$ cat src/rtl/uart_pkg.sv
// Shared types and constants for the UART receive front end.
//   DATA_WIDTH      payload bits per frame, LSB first
//   PRESCALE_WIDTH  width of the Prescale input (oversampling ratio, max 32)
//   rx_state_e      receiver frame state
//   PAR_EVEN/ODD    PAR_TYP encodings
package uart_pkg;

   localparam int unsigned DATA_WIDTH     = 8;
   localparam int unsigned PRESCALE_WIDTH = 6;
   localparam int unsigned BIT_CNT_WIDTH  = $clog2(DATA_WIDTH);

   typedef enum logic [2:0] {
      IDLE,
      START,
      DATA,
      PARITY,
      STOP
   } rx_state_e;

   localparam logic PAR_EVEN = 1'b0;
   localparam logic PAR_ODD  = 1'b1;

   // 2-of-3 vote used to decide a bit from its three mid-bit samples
   function automatic logic majority3(input logic a, input logic b, input logic c);
      return (a & b) | (a & c) | (b & c);
   endfunction

endpackage

$ cat src/rtl/uart_rx_frontend_if.sv
// Serial line, configuration and parallel result of the UART receiver.
//   master: drives RX_IN/Prescale/PAR_EN/PAR_TYP, observes the result
//   slave : the receiver; drives P_DATA/data_valid/par_err/stp_err
interface uart_rx_frontend_if;
   import uart_pkg::*;

   logic                      RX_IN;
   logic [PRESCALE_WIDTH-1:0] Prescale;
   logic                      PAR_EN;
   logic                      PAR_TYP;
   logic [DATA_WIDTH-1:0]     P_DATA;
   logic                      data_valid;
   logic                      par_err;
   logic                      stp_err;

   modport master (
      output RX_IN, Prescale, PAR_EN, PAR_TYP,
      input  P_DATA, data_valid, par_err, stp_err
   );

   modport slave (
      input  RX_IN, Prescale, PAR_EN, PAR_TYP,
      output P_DATA, data_valid, par_err, stp_err
   );

endinterface

$ cat src/rtl/uart_rx_sampler.sv
// Per-bit oversampling: runs edge_cnt 0..P-1, captures RX_IN at P/2-1, P/2
// and P/2+1, and strobes bit_done at edge_cnt = P-1 with the majority value.
//   CLK, RST     clock, synchronous active-high reset
//   RX_IN        serial line
//   P            even oversampling ratio latched by the frame controller
//   run          frame in progress (edge_cnt held at 0 otherwise)
//   sampled_bit  majority of the three captured samples (decoded from registers)
//   bit_done     high on the last edge_cnt cycle of a bit (decoded from registers)
module uart_rx_sampler
   import uart_pkg::*;
(
   input  logic                      CLK,
   input  logic                      RST,
   input  logic                      RX_IN,
   input  logic [PRESCALE_WIDTH-1:0] P,
   input  logic                      run,
   output logic                      sampled_bit,
   output logic                      bit_done
);

   logic [PRESCALE_WIDTH-1:0] r_edge_cnt;
   logic [2:0]                r_samp;
   logic [PRESCALE_WIDTH-1:0] w_half;

   assign w_half      = P >> 1;
   assign bit_done    = run && (r_edge_cnt == (P - PRESCALE_WIDTH'(1)));
   assign sampled_bit = majority3(r_samp[0], r_samp[1], r_samp[2]);

   // Edge counter and mid-bit sample capture
   always_ff @(posedge CLK) begin
      if (RST) begin
         r_edge_cnt <= '0;
         r_samp     <= '0;
      end else if (!run) begin
         r_edge_cnt <= '0;
      end else begin
         r_edge_cnt <= bit_done ? '0 : r_edge_cnt + PRESCALE_WIDTH'(1);
         if (r_edge_cnt == (w_half - PRESCALE_WIDTH'(1))) r_samp[0] <= RX_IN;
         if (r_edge_cnt == w_half)                         r_samp[1] <= RX_IN;
         if (r_edge_cnt == (w_half + PRESCALE_WIDTH'(1)))  r_samp[2] <= RX_IN;
      end
   end

endmodule

$ cat src/rtl/uart_rx_frontend.sv
// UART receiver front end: frame FSM, LSB-first shift register, parity check
// and registered result pulses. One result pulse per completed frame.
//   CLK, RST  UART oversampling clock, synchronous active-high reset
//   bus       slave side of uart_rx_frontend_if (RX_IN and config in;
//             P_DATA, data_valid, par_err, stp_err out, all registered)
module uart_rx_frontend
   import uart_pkg::*;
(
   input  logic                CLK,
   input  logic                RST,
   uart_rx_frontend_if.slave   bus
);

   rx_state_e                 r_state;
   rx_state_e                 w_state_nx;
   logic [PRESCALE_WIDTH-1:0] r_p;
   logic                      r_par_en;
   logic                      r_par_typ;
   logic [BIT_CNT_WIDTH-1:0]  r_bit_cnt;
   logic [DATA_WIDTH-1:0]     r_shift;
   logic                      r_par_bad;
   logic [DATA_WIDTH-1:0]     r_p_data;
   logic                      r_data_valid;
   logic                      r_par_err;
   logic                      r_stp_err;

   logic w_start;
   logic w_run;
   logic w_sampled;
   logic w_bit_done;
   logic w_last_data;

   // c0: falling line seen while idle; the sampler counts this cycle as edge 0
   assign w_start     = (r_state == IDLE) && !bus.RX_IN;
   assign w_run       = (r_state != IDLE) || w_start;
   assign w_last_data = (r_bit_cnt == BIT_CNT_WIDTH'(DATA_WIDTH - 1));

   uart_rx_sampler u_sampler (
      .CLK         (CLK),
      .RST         (RST),
      .RX_IN       (bus.RX_IN),
      .P           (r_p),
      .run         (w_run),
      .sampled_bit (w_sampled),
      .bit_done    (w_bit_done)
   );

   // State register
   always_ff @(posedge CLK) begin
      if (RST) r_state <= IDLE;
      else     r_state <= w_state_nx;
   end

   // Next-state logic
   always_comb begin
      w_state_nx = r_state;
      unique case (r_state)
         IDLE:    if (w_start) w_state_nx = START;
         START:   if (w_bit_done) w_state_nx = w_sampled ? IDLE : DATA;
         DATA:    if (w_bit_done && w_last_data) w_state_nx = r_par_en ? PARITY : STOP;
         PARITY:  if (w_bit_done) w_state_nx = STOP;
         STOP:    if (w_bit_done) w_state_nx = IDLE;
         default: w_state_nx = IDLE;
      endcase
   end

   // Config latch, data path and result pulses
   always_ff @(posedge CLK) begin
      if (RST) begin
         r_p          <= '0;
         r_par_en     <= 1'b0;
         r_par_typ    <= PAR_EVEN;
         r_bit_cnt    <= '0;
         r_shift      <= '0;
         r_par_bad    <= 1'b0;
         r_p_data     <= '0;
         r_data_valid <= 1'b0;
         r_par_err    <= 1'b0;
         r_stp_err    <= 1'b0;
      end else begin
         r_data_valid <= 1'b0;
         r_par_err    <= 1'b0;
         r_stp_err    <= 1'b0;
         if (w_start) begin
            // Prescale LSB is forced to 0 so P is always even
            r_p       <= bus.Prescale & ~PRESCALE_WIDTH'(1);
            r_par_en  <= bus.PAR_EN;
            r_par_typ <= bus.PAR_TYP;
            r_bit_cnt <= '0;
            r_par_bad <= 1'b0;
         end
         if (w_bit_done) begin
            case (r_state)
               DATA: begin
                  r_shift   <= {w_sampled, r_shift[DATA_WIDTH-1:1]};
                  r_bit_cnt <= r_bit_cnt + BIT_CNT_WIDTH'(1);
               end
               PARITY: r_par_bad <= w_sampled != (^r_shift ^ r_par_typ);
               STOP: begin
                  // Framing error outranks parity error; data only on a clean frame
                  if (!w_sampled)     r_stp_err <= 1'b1;
                  else if (r_par_bad) r_par_err <= 1'b1;
                  else begin
                     r_p_data     <= r_shift;
                     r_data_valid <= 1'b1;
                  end
               end
               default: ;
            endcase
         end
      end
   end

   assign bus.P_DATA     = r_p_data;
   assign bus.data_valid = r_data_valid;
   assign bus.par_err    = r_par_err;
   assign bus.stp_err    = r_stp_err;

endmodule
$ cat src/flat_wrapper.sv
// flat-port wrapper written by rule: the top's interface ports become plain ports
module uart_rx_frontend_flat import uart_pkg::*;
  (CLK, RST, bus_RX_IN, bus_Prescale, bus_PAR_EN, bus_PAR_TYP, bus_P_DATA, bus_data_valid, bus_par_err, bus_stp_err);
  uart_rx_frontend_if bus_i ();
  input  logic CLK;
  input  logic RST;
  input wire logic [$bits(bus_i.RX_IN)-1:0] bus_RX_IN;
  input wire logic [$bits(bus_i.Prescale)-1:0] bus_Prescale;
  input wire logic [$bits(bus_i.PAR_EN)-1:0] bus_PAR_EN;
  input wire logic [$bits(bus_i.PAR_TYP)-1:0] bus_PAR_TYP;
  output wire logic [$bits(bus_i.P_DATA)-1:0] bus_P_DATA;
  output wire logic [$bits(bus_i.data_valid)-1:0] bus_data_valid;
  output wire logic [$bits(bus_i.par_err)-1:0] bus_par_err;
  output wire logic [$bits(bus_i.stp_err)-1:0] bus_stp_err;
  assign bus_i.RX_IN = bus_RX_IN;
  assign bus_i.Prescale = bus_Prescale;
  assign bus_i.PAR_EN = bus_PAR_EN;
  assign bus_i.PAR_TYP = bus_PAR_TYP;
  assign bus_P_DATA = bus_i.P_DATA;
  assign bus_data_valid = bus_i.data_valid;
  assign bus_par_err = bus_i.par_err;
  assign bus_stp_err = bus_i.stp_err;
  uart_rx_frontend u_core (.CLK(CLK), .RST(RST), .bus(bus_i));
endmodule
$ cat config.mk
export PLATFORM = sky130hd
export DESIGN_NAME = uart_rx_frontend_flat
export DESIGN_NICKNAME = d
export VERILOG_FILES = /design/src/rtl/uart_pkg.sv /design/src/rtl/uart_rx_frontend_if.sv /design/src/rtl/uart_rx_sampler.sv /design/src/rtl/uart_rx_frontend.sv /design/src/flat_wrapper.sv
export SDC_FILE = /design/constraint.sdc
export NUM_CORES = 1
export LEC_CHECK = 0
export CAP_MARGIN = 20
export CORE_MARGIN = 10
export CORE_UTILIZATION = 30
export CTS_CLUSTER_DIAMETER = 60
export DETAILED_ROUTE_END_ITERATION = 8
export PLACE_DENSITY = 0.48
export SLEW_MARGIN = 20
export SYNTH_ARGS = -nofsm -noshare
export SYNTH_HDL_FRONTEND = slang
export SYNTH_SLANG_ARGS = --single-unit
$ cat constraint.sdc
create_clock -name CLK -period 6.4 [get_ports CLK]
set_clock_uncertainty 0.2 [all_clocks]
set_input_delay 1.6 -clock CLK [delete_from_list [all_inputs] [get_ports CLK]]
set_output_delay 1.6 -clock CLK [all_outputs]
set_load 0.05 [all_outputs]
==> impl_metrics.py <==
metrics = {
    "min_path": {
        "hold_path_class": "register to register",
    },
    "yosys": {
        "synth_cells": 262,
        "ys_seq_area_frac": 0.367,
        "yosys-top-cells-area": "dfxtp_1 37%, mux2i_1 8.7%, nand2_1 7.4%",
        "synth-seq-cells": 42,
        "synthDistinctLibCells": 53,
        "synth_warnings": 0,
        "synth_edf_count": 0,
        "synth_fp_nets": 278,
        "ys_async_sr_fraction": 0,
        "synthDominantCellAreaShare": 0.367,
        "syn-mean-instance-area_um2": 8.73,
        "yosys_most_used_dff": "dfxtp_1",
        "syn_area_mm2": 0.00229,
        "yosys.area.top_type": "dfxtp_1",
    },
    "clock_tree": {
        "htree_levels": 2,
        "cts_resized": 0,
        "clk_latency_ps": 310,
        "clockBufferDepth": 2,
        "cts_sinks": 42,
        "clk_pin_slew_ps": 100,
        "postCtsSetupRepairBufs": 0,
        "ctsHoldBuffers": 0,
        "cts_tree": "yes",
        "clock-root-buffer": "clkbuf_8",
        "numCtsBuffers": 5,
    },
    "die": {
        "die_w_um": 107,
        "rows": 31,
        "die_h_um": 107,
        "ios": 22,
        "dieArea_mm2": 0.0115,
        "initial_core_util": 0.312,
        "core-area_mm2": 0.00733,
    },
    "global_route": {
        "antenna_found_initial": 0,
        "grt-ovfl-total": 0,
        "grt_usage": 0.0965,
        "grt_pass1_wl_um": 9110,
        "grt_max_degree": 27,
        "grt_pass1_vias": 1874,
    },
    "outcome": {
        "status": "completed",
    },
    "placement": {
        "dp_hpwl_um": 3620,
        "io_buffers": 20,
        "gp_congestion": 0.754,
    },
    "sta": {
        "setup_violations": 0,
        "period_needed_ps": 3610,
        "clock.fmax_mhz": 277,
        "fin_crit_sh": 0.564,
        "worst_slew_pin_slew_ps": 1010,
        "drv_slew": 0,
        "rsz0062_at_grt": "false",
        "finalHoldViolCount": 0,
        "slew_headroom": 0.314,
        "timing.setup.tns_ps": 0,
    },
    "final_layout": {
        "fillCellCount": 751,
        "final_cell_mix": "45 x nand2_1, 42 x dfxtp_1, 20 x mux2i_1, 20 x clkdlybuf4s50_1, 16 x xnor2_1",
        "n_antenna_cell": 0,
        "synthToLayoutAreaGrowth_pct": 15.6,
        "post-route-util": 0.361,
        "drive_gt1_frac": 0.0725,
        "nNetsFinal": 291,
        "layout_commonest_cell": "nand2_1",
    },
    "setup_path": {
        "cpPeakStageDelay_ps": 620,
        "cp-start-kind": "input pin",
        "endpoint_kind": "register",
        "path_cells": "clkdlybuf4s50_1 > buf_4 > clkinv_1 > and3_1 > mux2_2",
        "crit_required_ps": 6400,
        "cp.buffers_inverters": 3,
        "arrival_ps": 3610,
        "critPathSlowestCell": "clkinv_1",
        "crit_family": "buffers and inverters",
        "critPathMaxFanout": 26,
        "path_class": "input pin to register",
    },
    "power_and_ir_drop": {
        "p_leak_nw": 1.03,
        "power.density_mw_per_mm2": 200,
        "ir_worst_vdd_mv": 0.0746,
    },
    "detailed_routing": {
        "dr.pass1.iters": 4,
        "wl_per_cell_um": 14.0,
        "drc_errors": 0,
        "first_iter_violations": 83,
        "ant_nets": 0,
        "drt-total-wl_um": 5250,
        "vias": 1818,
        "vias_per_cell": 4.85,
    },
    "flow_run": {
        "cap_violations": 0,
    },
}
## state kept, by name, summed over array words and instances, names as in the netlist
signal / cells
u_core.r_par_bad: 1
u_core.bus.data_valid: 1
u_core.bus.stp_err: 1
u_core.bus.P_DATA: 8
u_core.r_state: 3
u_core.r_par_typ: 1
u_core.r_par_en: 1
u_core.r_bit_cnt: 3
u_core.u_sampler.r_edge_cnt: 6
u_core.bus.par_err: 1
u_core.r_shift: 8
u_core.r_p: 5
u_core.u_sampler.r_samp: 3
## metrics by stage
step / total power, mW / hold WS [ps] / std cells / setup slack, ps / instance area (um2)
final: 0.529 / 267 / 375 / 2790 / 2650
after global routing: 0.554 / 286 / 375 / 2620 / 2650
after CTS: 0.537 / 260 / 375 / 2740 / 2650
after detailed placement: 0.342 / 244 / 367 / 2430 / 2550
after global placement: 0.341 / 239 / 367 / 2430 / 2550
after floorplan: 0.324 / 221 / 262 / 3470 / 2290
## tightest hold or removal path: cells and delay by family (launching register included)
kind / cells / cell delay (ps)
flip-flops: 1 / 320
multiplexers: 1 / 50
AND/OR/NAND/NOR: 1 / 50
## synthesized netlist by cell type (2+ instances only)
master    instances
nand2_1          45
dfxtp_1          42
mux2i_1          20
xnor2_1          16
nor2_1           14
a21oi_1          11
xor2_1           11
clkbuf_1          8
nor4_1            8
and3_1            7
nand3_1           7
ha_1              5
inv_1             5
nand2b_1          5
buf_2             4
nor3_1            4
o21ai_0           4
nor4b_1           3
a41o_1            2
buf_1             2
buf_6             2
nand3b_1          2
nor2b_1           2
o22ai_1           2
or3b_2            2
or4_1             2
## per-layer routing
metal,part of all wire,global-route usage,up-vias
met5,0,0,-
met4,0.013,0.0344,0
met3,0.043,0.0299,6
met2,0.43,0.144,26
met1,0.52,0.127,842
li1,-,-,944
## path summary, 6_finish.rpt
path,from,end,slack (ps),depth (start not counted)
worst max-delay path,RST,u_core.r_bit_cnt[0]$_SDFF_PP0_,2790,5
worst min-delay path,u_core.bus.P_DATA[6]$_SDFFE_PP0P_,u_core.bus.P_DATA[6]$_SDFFE_PP0P_,270,2
worst max register to register,u_core.r_p[1]$_SDFFE_PP0P_,u_core.r_bit_cnt[0]$_SDFF_PP0_,3710,7
worst min register to register,u_core.bus.P_DATA[6]$_SDFFE_PP0P_,u_core.bus.P_DATA[6]$_SDFFE_PP0P_,270,2
## cells by family after synthesis
logic type	Yosys count	share of synthesized area
AO/OA/AOI/OAI	35	0.111
XOR/XNOR	28	0.110
adder cells (fa/ha/maj)	6	0.0317
buffers and inverters	22	0.0448
flip-flops	42	0.367
multiplexers	21	0.0924
AND/OR/NAND/NOR	108	0.242
## where the power goes
group / switching, mW / internal (mW)
combinational: 0.0320 / 0.0267
clock: 0.112 / 0.0817
sequential: 0.0104 / 0.266
total: 0.154 / 0.375
## final cells by class
cell class	count	area (um2)	area share
tap	99	124	0.0468
multi-input combinational	198	1350	0.509
clock inverter	3	28.8	0.0109
inverter	6	22.5	0.00851
timing repair buffer	22	215	0.0814
clock buffer	5	68.8	0.0260
sequential	42	841	0.318
(Power assumes the default switching activity.)
